==> src/rtl/usr_shift_core.sv <==
// Register stage of a universal shift register: runs one of eight operations for a
// programmed number of steps under a valid/ready handshake. Optional: USR_PARITY_EN adds a registered parity output.
module usr_shift_core #(
    parameter int WIDTH = 8,
    parameter int CNT_W = 4
) (
    input  logic             clk,
    input  logic             rst,
    input  logic             cmd_valid,
    output logic             cmd_ready,
    input  logic [2:0]       cmd_mode,
    input  logic [CNT_W-1:0] cmd_count,
    input  logic [WIDTH-1:0] cmd_pdata,
    input  logic             cmd_sr_in,
    input  logic             cmd_sl_in,
    output logic [WIDTH-1:0] q,
    output logic             so_right,
    output logic             so_left,
    output logic             busy,
    output logic             done
`ifdef USR_PARITY_EN
    ,
    output logic             parity
`endif
);

    typedef enum logic [1:0] {S_IDLE, S_RUN, S_DONE} state_t;
    typedef enum logic [2:0] {
        M_HOLD, M_SHR, M_SHL, M_LOAD, M_ROR, M_ROL, M_ASR, M_CLR
    } mode_t;

    state_t             state_q, state_d;
    mode_t              mode_q;
    logic [CNT_W-1:0]   cnt_q;
    logic [WIDTH-1:0]   pdata_q;
    logic               sr_in_q, sl_in_q;
    logic [WIDTH-1:0]   q_step;
    logic               sor_step, sol_step;
    logic               accept;

    assign accept = cmd_valid && cmd_ready;

    // Next value of the register for one step of the captured operation.
    always_comb begin
        // NOTE: every combinational output gets a default first so no path infers a latch.
        q_step   = q;
        sor_step = so_right;
        sol_step = so_left;
        unique case (mode_q)
            M_HOLD: q_step = q;
            M_SHR: begin
                q_step   = {sr_in_q, q[WIDTH-1:1]};
                sor_step = q[0];
            end
            M_SHL: begin
                q_step   = {q[WIDTH-2:0], sl_in_q};
                sol_step = q[WIDTH-1];
            end
            M_LOAD: q_step = pdata_q;
            M_ROR: begin
                q_step   = {q[0], q[WIDTH-1:1]};
                sor_step = q[0];
            end
            M_ROL: begin
                q_step   = {q[WIDTH-2:0], q[WIDTH-1]};
                sol_step = q[WIDTH-1];
            end
            M_ASR: begin
                q_step   = {q[WIDTH-1], q[WIDTH-1:1]};
                sor_step = q[0];
            end
            M_CLR: q_step = '0;
        endcase
    end

    always_comb begin
        state_d   = state_q;
        cmd_ready = 1'b0;
        busy      = 1'b0;
        done      = 1'b0;
        unique case (state_q)
            S_IDLE: begin
                cmd_ready = 1'b1;
                if (cmd_valid)
                    state_d = (cmd_count == '0) ? S_DONE : S_RUN;
            end
            S_RUN: begin
                busy = 1'b1;
                if (cnt_q == CNT_W'(1))
                    state_d = S_DONE;
            end
            S_DONE: begin
                done    = 1'b1;
                state_d = S_IDLE;
            end
            default: state_d = S_IDLE;
        endcase
    end

    always_ff @(posedge clk) begin
        // NOTE: sequential state uses non-blocking assignments so all registers update together.
        if (rst) begin
            state_q  <= S_IDLE;
            mode_q   <= M_HOLD;
            cnt_q    <= '0;
            pdata_q  <= '0;
            sr_in_q  <= 1'b0;
            sl_in_q  <= 1'b0;
            q        <= '0;
            so_right <= 1'b0;
            so_left  <= 1'b0;
        end else begin
            state_q <= state_d;
            if (accept) begin
                mode_q  <= mode_t'(cmd_mode);
                cnt_q   <= cmd_count;
                pdata_q <= cmd_pdata;
                sr_in_q <= cmd_sr_in;
                sl_in_q <= cmd_sl_in;
            end
            if (state_q == S_RUN) begin
                q        <= q_step;
                so_right <= sor_step;
                so_left  <= sol_step;
                cnt_q    <= cnt_q - 1'b1;
            end
        end
    end

`ifdef USR_PARITY_EN
    // Parity tracks q on the same edge rather than being derived from it afterwards.
    always_ff @(posedge clk) begin
        if (rst)
            parity <= 1'b0;
        else if (state_q == S_RUN)
            parity <= ^q_step;
    end
`endif

endmodule

==> config.mk <==
export PLATFORM = sky130hd
export DESIGN_NAME = usr_shift_core
export DESIGN_NICKNAME = d
export VERILOG_FILES = /design/src/rtl/usr_shift_core.sv
export SDC_FILE = /design/constraint.sdc
export NUM_CORES = 1
export LEC_CHECK = 0
export BUFFER_PORTS_ARGS = -buffer_cell sky130_fd_sc_hd__buf_2
export CORE_ASPECT_RATIO = 1.25
export CORE_UTILIZATION = 45
export DETAILED_ROUTE_END_ITERATION = 12
export PLACE_DENSITY_LB_ADDON = 0.1
export SETUP_SLACK_MARGIN = 0.2
export SLEW_MARGIN = 30
export SYNTH_ARGS = -nofsm -noshare
export SYNTH_HDL_FRONTEND = slang
export SYNTH_SLANG_ARGS = --single-unit
==> constraint.sdc <==
create_clock -name clk -period 1.41 [get_ports clk]
set_input_delay 0.2115 -clock clk [delete_from_list [all_inputs] [get_ports clk]]
set_output_delay 0.2115 -clock clk [all_outputs]
set_load 0.01 [all_outputs]
## Word level (Yosys, flattened, before mapping)

Index checks and enable logic that the tools add are counted.

- Register bits after elaboration: 29
- Input bits: 20
- Output and inout bits: 13
- Logic and storage cells: 47

- Reductions and logical operators: 12
- Bitwise gates (word level): 2
- Mux-type cells: 10
- Eq/ne operators: 12
- Add/sub/neg operators: 1

Operators with widths:

| kind | count |
|---|---|
| $pmux 8 s7 | 1 |
| $eq 3x3->1 const B | 4 |
| $mux 4 | 2 |
| $reduce_and 2->1 | 4 |
| $eq 3x2->1 const B | 2 |
| $mux 2 | 3 |
| $eq 4x1->1 const B | 1 |
| $logic_not 4->1 | 1 |
| $ne 2x2->1 const B | 2 |
| $pmux 2 s2 | 1 |
| $sub 4x1->4 const B | 1 |
| $eq 3x1->1 const B | 1 |
| $logic_not 3->1 | 1 |
| $mux 1 | 3 |
| $reduce_and 3->1 | 1 |
| $reduce_or 3->1 | 1 |
| $eq 2x1->1 const B | 1 |
| $eq 2x2->1 const B | 1 |
| $logic_not 2->1 | 1 |
| $not 1->1 | 2 |
| $reduce_bool 2->1 | 1 |
| $reduce_or 2->1 | 1 |
| $logic_and 1x1->1 | 1 |

## Longest topological paths before layout

Gate-level depths: netlist of the first run.

- Depth after elaboration: 5
- Gate-level depth with buffers: 6
- Gate-level depth less buffers: 5

## Worst setup path before layout of the first run

OpenSTA, ideal clock, no wires.

- Kind: register to register
- From: reg mode_q[2]
- To: reg so_left
- Cell stages (with the launch flop): 6
- Path buffers: 1
- Path slack: 0.114 ns
- Data required time: 1.282 ns
- Setup time: 0.128 ns
- Data arrival time: 1.169 ns
- Path through: dfxtp_1 buf_6 or3b_4 a21oi_2 mux2i_1 nor2_1

- Cells in the longest elaborated chain, start to end: 3
- Elaborated cells between the ends (all ways): 4
- Those cells by class: 2 x eq/ne; 2 x reduce/logical

RTL lines:

| item | RTL line | text |
|---|---|---|
| from (decl) | 33 | `mode_t mode_q;` |
| from (signal assigned) | 115 | `mode_q <= mode_t'(cmd_mode);` |
| $eq 3x3->1 or $eq 3x2->1 (tied branches) | 49 | `unique case (mode_q)` |
| $reduce_or 2->1 (no line) * | - |  |
| $reduce_and 2->1 (no line) * | - |  |
| to (signal assigned) | 124 | `so_left <= sol_step;` |
| to (decl) | 18 | `output logic so_left,` |

Mark *: on every way between the ends. The rest lies on a longest branch, timed or not.
A chain may end at the register's enable or synchronous reset.

## Worst setup path after layout of the first run

- From: reg state_q[1]
- To: reg cnt_q[0]

- Cells in the longest elaborated chain, start to end: 4
- Elaborated cells between the ends (all ways): 6
- Those cells by class: 1 x eq/ne; 2 x mux; 3 x reduce/logical

RTL lines:

| item | RTL line | text |
|---|---|---|
| from (decl) | 32 | `state_t state_q, state_d;` |
| from (signal assigned) | 113 | `state_q <= state_d;` |
| $logic_not 2->1 | 81 | `unique case (state_q)` |
| $mux 1 | 81 |  |
| $logic_and 1x1->1 | 41 | `assign accept = cmd_valid && cmd_ready;` |
| $reduce_bool 2->1 (no line) | - |  |
| to (signal assigned) | 116 | `cnt_q <= cmd_count;` |
| to (signal assigned) | 125 | `cnt_q <= cnt_q - 1'b1;` |
| to (decl) | 34 | `logic [CNT_W-1:0] cnt_q;` |

Parallel ways exist; a longest one is shown, timed or not.

==> metrics.txt, run 1 <==
status=completed; Root Driver=clkbuf_4; global-route wire length before repair=6.57 mm; Final Setup Violations=0; nets@finish=270; full die area=3510 um2; most frequent cells in the layout=30 x buf_2, 29 x nand2_1, 23 x dfxtp_1, 21 x a21oi_1, 15 x nor2_1; sequential cell area fraction in the yosys report=39.4%; vias in the first global route=1482; path depth of the worst reg2reg path=6; Initial Util=48.7%; LEAKAGE=about 0.86 nW; type of the most critical hold path=in2reg; Vias=approximately 1600; synthesized flop and latch total=29; ys flop type=dfxtp_1; Routed Antenna Nets=0; Sink Count=29; GPL Wtd Cong=about 0.87; synthesis-to-layout area growth=47.4%; # port buffers=32; endpoints failing hold=0; Worst-Margin Slew=451 ps; syn_area_per_cell=7.52 um2; final worst-path cycle share=a little over nine tenths; Mapped Cells=196; crit-path max FO=7; FMAX=0.749 GHz; TNS Setup=0 ps; Hold Path End=mode_q[1]; crit path buf inv count=2; row count=22; Max Slew Vio Count=0; DRC viols=0; CTS Buffer Depth=2; Synth area leader=dfxtp_1; critical path class=reg2reg; Setup Skew=7.87 ps; worst path cell trace=nand2b_4, buf_6, nand3b_1, buf_6, nand3_2, a31oi_1; share of flip-flops with an asynchronous set or reset=0%; Die Y-Extent=66.0 um; max_cap viols=0; largest net degree at the start of global routing=22; reg-to-reg critical path endpoint=cnt_q[0]; Vias/cell=~5.6; EDFF count, synth=0; Max-slew headroom=70.0%; fillcell total=254; Yosys warnings=0; commonest non-fill, non-tap cell in the layout=buf_2; worst min-delay path startpoint=cmd_mode[1]; grt total ovfl=0; gr usage total=25.7%; ant diodes=0; H-tree Lvls=2; Worst-Skew Late Latency=330 ps; CTS clk-pin slew, worst paths=90 ps; reg2reg start=state_q[1]; slowest stage delay, CP=roughly 380 ps; Netlist cell types=32; syn_nets=between 200 and 250; TritonCTS buffer count=5; element type at the critical path start=register; Worst setup EP type=register; antenna violations before repair=0; Synth top area share=about two fifths; Die Wd=53.2 um; initial DRC count=57; # IOs=33; TritonCTS clock tree=built; Worst EP required=1670 ps; delay-heaviest family, CP=simple AND/OR/NAND/NOR gates; final core utilization=71.7%; ranking of synthesized cells by area=dfxtp_1 39%, nand2_1 11%, a21oi_1 9.5%; RSZ-0062 raised after global routing=true; Worst VDD drop=approximately 0.96 mV; Cell Pwr Density=between 1000 and 1500 nW/um2; Routed WL per cell=14.7 um; Worst Hold Depth=3; Worst path slowest cell=dfxtp_4; DP HPWL=2.58 mm; Core ar.=roughly 3000 um2; drt pass-1 iters=4; layout cells sized above 1=between 40% and 50%; Final min period=1330 ps; drt total wl=4.18 mm; Arrival @ worst endpoint=about 1600 ps; worst reg2reg setup slack=80 ps; Mapped Area=1470 um2; CP dominant cell by count=buf_6
[sequential cells by signal, indices dropped and copies added, names as in the netlist]
signal	count
pdata_q	8
mode_q	3
sl_in_q	1
state_q	2
sr_in_q	1
cnt_q	4
so_right	1
q	8
so_left	1
[worst reg2reg max path: cells and delay by family (launching register included)]
family,cells,cell delay [ps]
flops,1,380
simple gates,3,430
buf+inv,2,310
compound gates,1,140
[worst max-delay path by stage]
stage                     cells after the start        to  startpoint  slack [ps]
after detailed placement                      4      q[6]   mode_q[1]           3
after global routing                          5      q[4]   mode_q[2]          50
final                                         6  cnt_q[0]  state_q[1]          80
after floorplan                               5   so_left   mode_q[2]         130
after CTS                                     4   so_left   mode_q[0]         100
after global placement                        4   so_left   mode_q[0]         100
[synthesized netlist by cell type, types with 2 or more instances]
library cell,n
a21oi_1,28
a21oi_2,2
a221oi_1,2
a311oi_1,7
a31oi_1,7
a32oi_1,3
buf_2,9
clkbuf_1,2
dfxtp_1,29
ha_1,2
inv_1,7
mux2i_1,2
nand2_1,42
nand2b_1,2
nand3_1,2
nand3b_1,3
nor2_1,17
nor2b_1,7
nor3_1,2
nor3b_1,2
o21ai_0,7
o31ai_1,2
[final cells by class]
| type | instances | area (um2) | share of cell area, % |
|---|---|---|---|
| Clock buffer | 7 | 55.1 | 2.53 |
| Clock inverter | 1 | 30.0 | 1.38 |
| Inverter | 8 | 35.0 | 1.61 |
| Multi-Input combinational cell | 146 | 977 | 45.0 |
| Sequential cell | 29 | 601 | 27.6 |
| Tap cell | 36 | 45.0 | 2.07 |
| Timing Repair Buffer | 58 | 429 | 19.8 |
[stage by stage]
step / setup slack, ps / instances / cell area (um2) / hold slack, ps / power, mW
6_report: 75.6 / 285 / 2170 / 105 / 2.28
5_1_grt: 47.3 / 285 / 2170 / 97.3 / 2.41
4_1_cts: 101 / 281 / 2020 / 103 / 2.21
3_5_place_dp: 2.61 / 263 / 1710 / 452 / 1.39
3_3_place_gp: 102 / 263 / 1710 / 445 / 1.37
2_1_floorplan: 130 / 196 / 1480 / 347 / 1.24
[cells by family after synthesis]
family | synth area share (%)
buf+inv | 6.62
fa+ha+maj | 1.70
compound gates | 25.4
flops | 39.4
simple gates | 25.6
mux | 1.36
[metal layers]
layer / up-vias / wire length (um) / share of wire [%] / track usage (%)
met4: 0 / 69 / 1.6 / 8.88
met2: 44 / 2080 / 50 / 40.0
li1: 789 / - / - / -
met3: 7 / 187 / 4.5 / 7.82
met1: 768 / 1840 / 44 / 33.0
met5: - / 0 / 0 / 0
[power breakdown]
group | leakage (nW) | internal, mW | switching [mW]
combinational | 0.568 | 0.294 | 0.327
clock | 0.0455 | 0.423 | 0.286
sequential | 0.241 | 0.878 | 0.0748
total | 0.855 | 1.59 | 0.688
[timing repair]
action,in CTS,in global routing
gates resized for setup,50,25
pin swaps,29,12
gates cloned,1,0
setup endpoints to repair,29,31
hold buffers,0,0
setup buffers,9,4
(Power assumes the default switching activity.)
==> run 2, diff against run 1 <==
Settings changed: ABC_AREA set to 1, SKIP_CTS_REPAIR_TIMING set to 1.
==> run 2 against run 1 <==
  * Global-route usage shrank 3.5 points
  * Total power shrank 12%
  * Cell count shrank 2.1%
  * Maximum frequency grew 7.5%
  * Critical path type is now reg2out
  * Via count shrank 11%
  * Critical endpoint is now busy
  * Sequential power grew 3.3%
  * Clock skew shrank 3.4 ps
  * Cell area shrank 18%
  * Core utilization shrank 11 points
==> metrics.txt, run 2 <==
ranking of synthesized cells by area=dfxtp_1 42%, nand2_1 9.9%, a21oi_1 8.4%; sequential cell area fraction in the yosys report=42.4% (+3.0 points); final worst-path cycle share=88.0% (-6.6 points); Sink Count=29 (unchanged); Worst Hold Depth=3 (unchanged); critical path class=reg2out; crit-path max FO=6 (-1); Arrival @ worst endpoint=1030 ps (-560 ps); fillcell total=306 (+20%); share of flip-flops with an asynchronous set or reset=0% (unchanged); layout cells sized above 1=33.7% (-12 points); dpl cell area=1570 um2 (-8.0%); DP HPWL=2.42 mm (-6.0%); DRC viols=0 (unchanged); Worst-Skew Late Latency=320 ps (about the same); Die Y-Extent=63.7 um (-3.5%); commonest non-fill, non-tap cell in the layout=nand2_1; EDFF count, synth=0 (unchanged); Netlist cell types=23 (-28%); final core utilization=61.1% (-11 points); Post-Layout Inst Area=1780 um2 (-18%); row count=22 (unchanged); H-tree Lvls=2 (unchanged); syn_nets=216 (-0.92%); CTS clk-pin slew, worst paths=90 ps (about the same); worst slack, placed=169 ps (+166 ps); worst min-delay path startpoint=cmd_pdata[0]; Routed WL per cell=11.9 um (-19%); Worst EP required=1200 ps (-470 ps); global-route wire length before repair=5.31 mm (-19%); hold slack final=126 ps (+20.9 ps); type of the most critical hold path=in2reg; ant diodes=0 (unchanged); initial DRC count=39 (-32%); Final Non-Filler Cells=279 (-2.1%); grt total ovfl=0 (unchanged); vias in the first global route=1302 (-12%); Initial Util=47.0% (-1.7 points); path depth of the worst reg2reg path=7 (+1); Final Setup Violations=0 (unchanged); placed insts=260 (-1.1%); largest net degree at the start of global routing=20 (-9.1%); # IOs=33 (unchanged); Final min period=1240 ps (-93.0 ps); Hold Path End=pdata_q[0]; TNS Setup=0 ps (unchanged); most frequent cell after synthesis=nand2_1; post-layout worst setup margin=169 ps (+93.0 ps); Cell Pwr Density=1130 nW/um2 (+7.4%); gr usage total=22.2% (-3.5 points); Die Wd=51.4 um (-3.5%); Pwr Total=2.01 mW (-12%); Worst-Margin Slew=202 ps (-249 ps); Synth top area share=42.4% (+3.0 points); synthesis-to-layout area growth=30.2%; Routed Antenna Nets=0 (unchanged); reg2reg start=mode_q[2]; most frequent cells after synthesis=36 x nand2_1, 29 x dfxtp_1, 24 x nor2_1, 23 x a21oi_1, 21 x o21ai_0; FMAX=0.805 GHz (+7.5%); Vias=1432 (-11%); Max Slew Vio Count=0 (unchanged); antenna violations before repair=0 (unchanged); CTS Buffer Depth=2 (unchanged); RSZ-0062 raised after global routing=true; drt total wl=3.32 mm (-21%); TritonCTS buffer count=5 (unchanged); Mapped Cells=194 (-1.0%); element type at the critical path start=register; nets@finish=264 (-2.2%); drt pass-1 iters=4 (unchanged); Core ar.=2920 um2 (-3.6%); Worst setup EP type=output pin; endpoints failing hold=0 (unchanged); full die area=3270 um2 (-6.8%); top flop regs=pdata_q: 8 flops, q: 8 flops, cnt_q: 4 flops; Synth area leader=dfxtp_1; most frequent cells in the layout=34 x nand2_1, 32 x buf_2, 23 x nor2_1, 22 x a21oi_1, 22 x dfxtp_1; synthesized flop and latch total=29 (unchanged); Register Area=594 um2 (-1.0%); Yosys warnings=0 (unchanged); worst reg2reg setup slack=240 ps (+160 ps); multi-input combinational cell area=736 um2 (-25%); Max-slew headroom=86.4% (+16 points); ys flop type=dfxtp_1; Worst VDD drop=0.817 mV (-15%); reg-to-reg critical path endpoint=q[7]; Setup Skew=4.49 ps (-3.38 ps); max_cap viols=0 (unchanged); LEAKAGE=0.783 nW (-8.4%); TritonCTS clock tree=built; syn_area_per_cell=7.06 um2 (-6.1%); GPL Wtd Cong=0.870 (-0.44%); Root Driver=clkbuf_4; Vias/cell=5.13 (-9.0%); Mapped Area=1370 um2 (-7.0%); # port buffers=32 (unchanged); status=completed
[run 2: changes by cell type in the layout (fill, tap and decap cells not counted), moves of 5 or more]
cell      previous run  this run
nand2_1             29        34
buf_6               13         0
inv_1                7        14
a311oi_1             5         0
a21oi_2              8         1
o21ai_1              1         7
nand2_2             13         2
o21ai_0              5        16
nor2_1              15        23
nand3_1              1        10
[run 2: critical path: stages (launching register included)]
cell,delay (ps)
dfxtp_2,350
inv_2,50
nand2_4,120
inv_4,50
buf_2,130
[run 2: kinds of logic after synthesis]
group	synth area share, %
fa+ha+maj	1.83
compound gates	21.8
simple gates	26.5
buf+inv	7.49
flops	42.4
[run 2: per-layer routing]
layer  wire [um]  global-route usage [%]  up-vias
met3         120                    6.04       13
li1            -                       -      743
met5           0                       0        -
met1        1310                    20.8      640
met4          76                    9.12        0
met2        1810                    43.3       36
[run 2: final cells by class]
cell class / count / share of cell area, %
clock buffer: 8 / 2.73
inverter: 20 / 4.63
multi-input combinational: 140 / 41.2
sequential: 29 / 33.3
tap: 36 / 2.52
timing repair buffer: 46 / 15.6
[run 2: power breakdown]
group | leakage (nW) | total, mW | switching (mW) | internal (mW)
Sequential | 0.242 | 0.984 | 0.0745 | 0.910
Combinational | 0.515 | 0.559 | 0.319 | 0.240
Clock | 0.0265 | 0.471 | 0.273 | 0.198
[run 2: worst max-delay path by stage]
| stage | cells past startpoint | slack, ps | startpoint | to |
|---|---|---|---|---|
| 2_1_floorplan | 7 | 250 | cnt_q[0] | cnt_q[2] |
| 3_3_place_gp | 6 | 200 | state_q[1] | q[0] |
| 3_5_place_dp | 6 | 170 | state_q[1] | q[0] |
| 4_1_cts | 4 | 10 | state_q[1] | busy |
| 5_1_grt | 4 | 110 | state_q[1] | busy |
| 6_report | 4 | 170 | state_q[1] | busy |
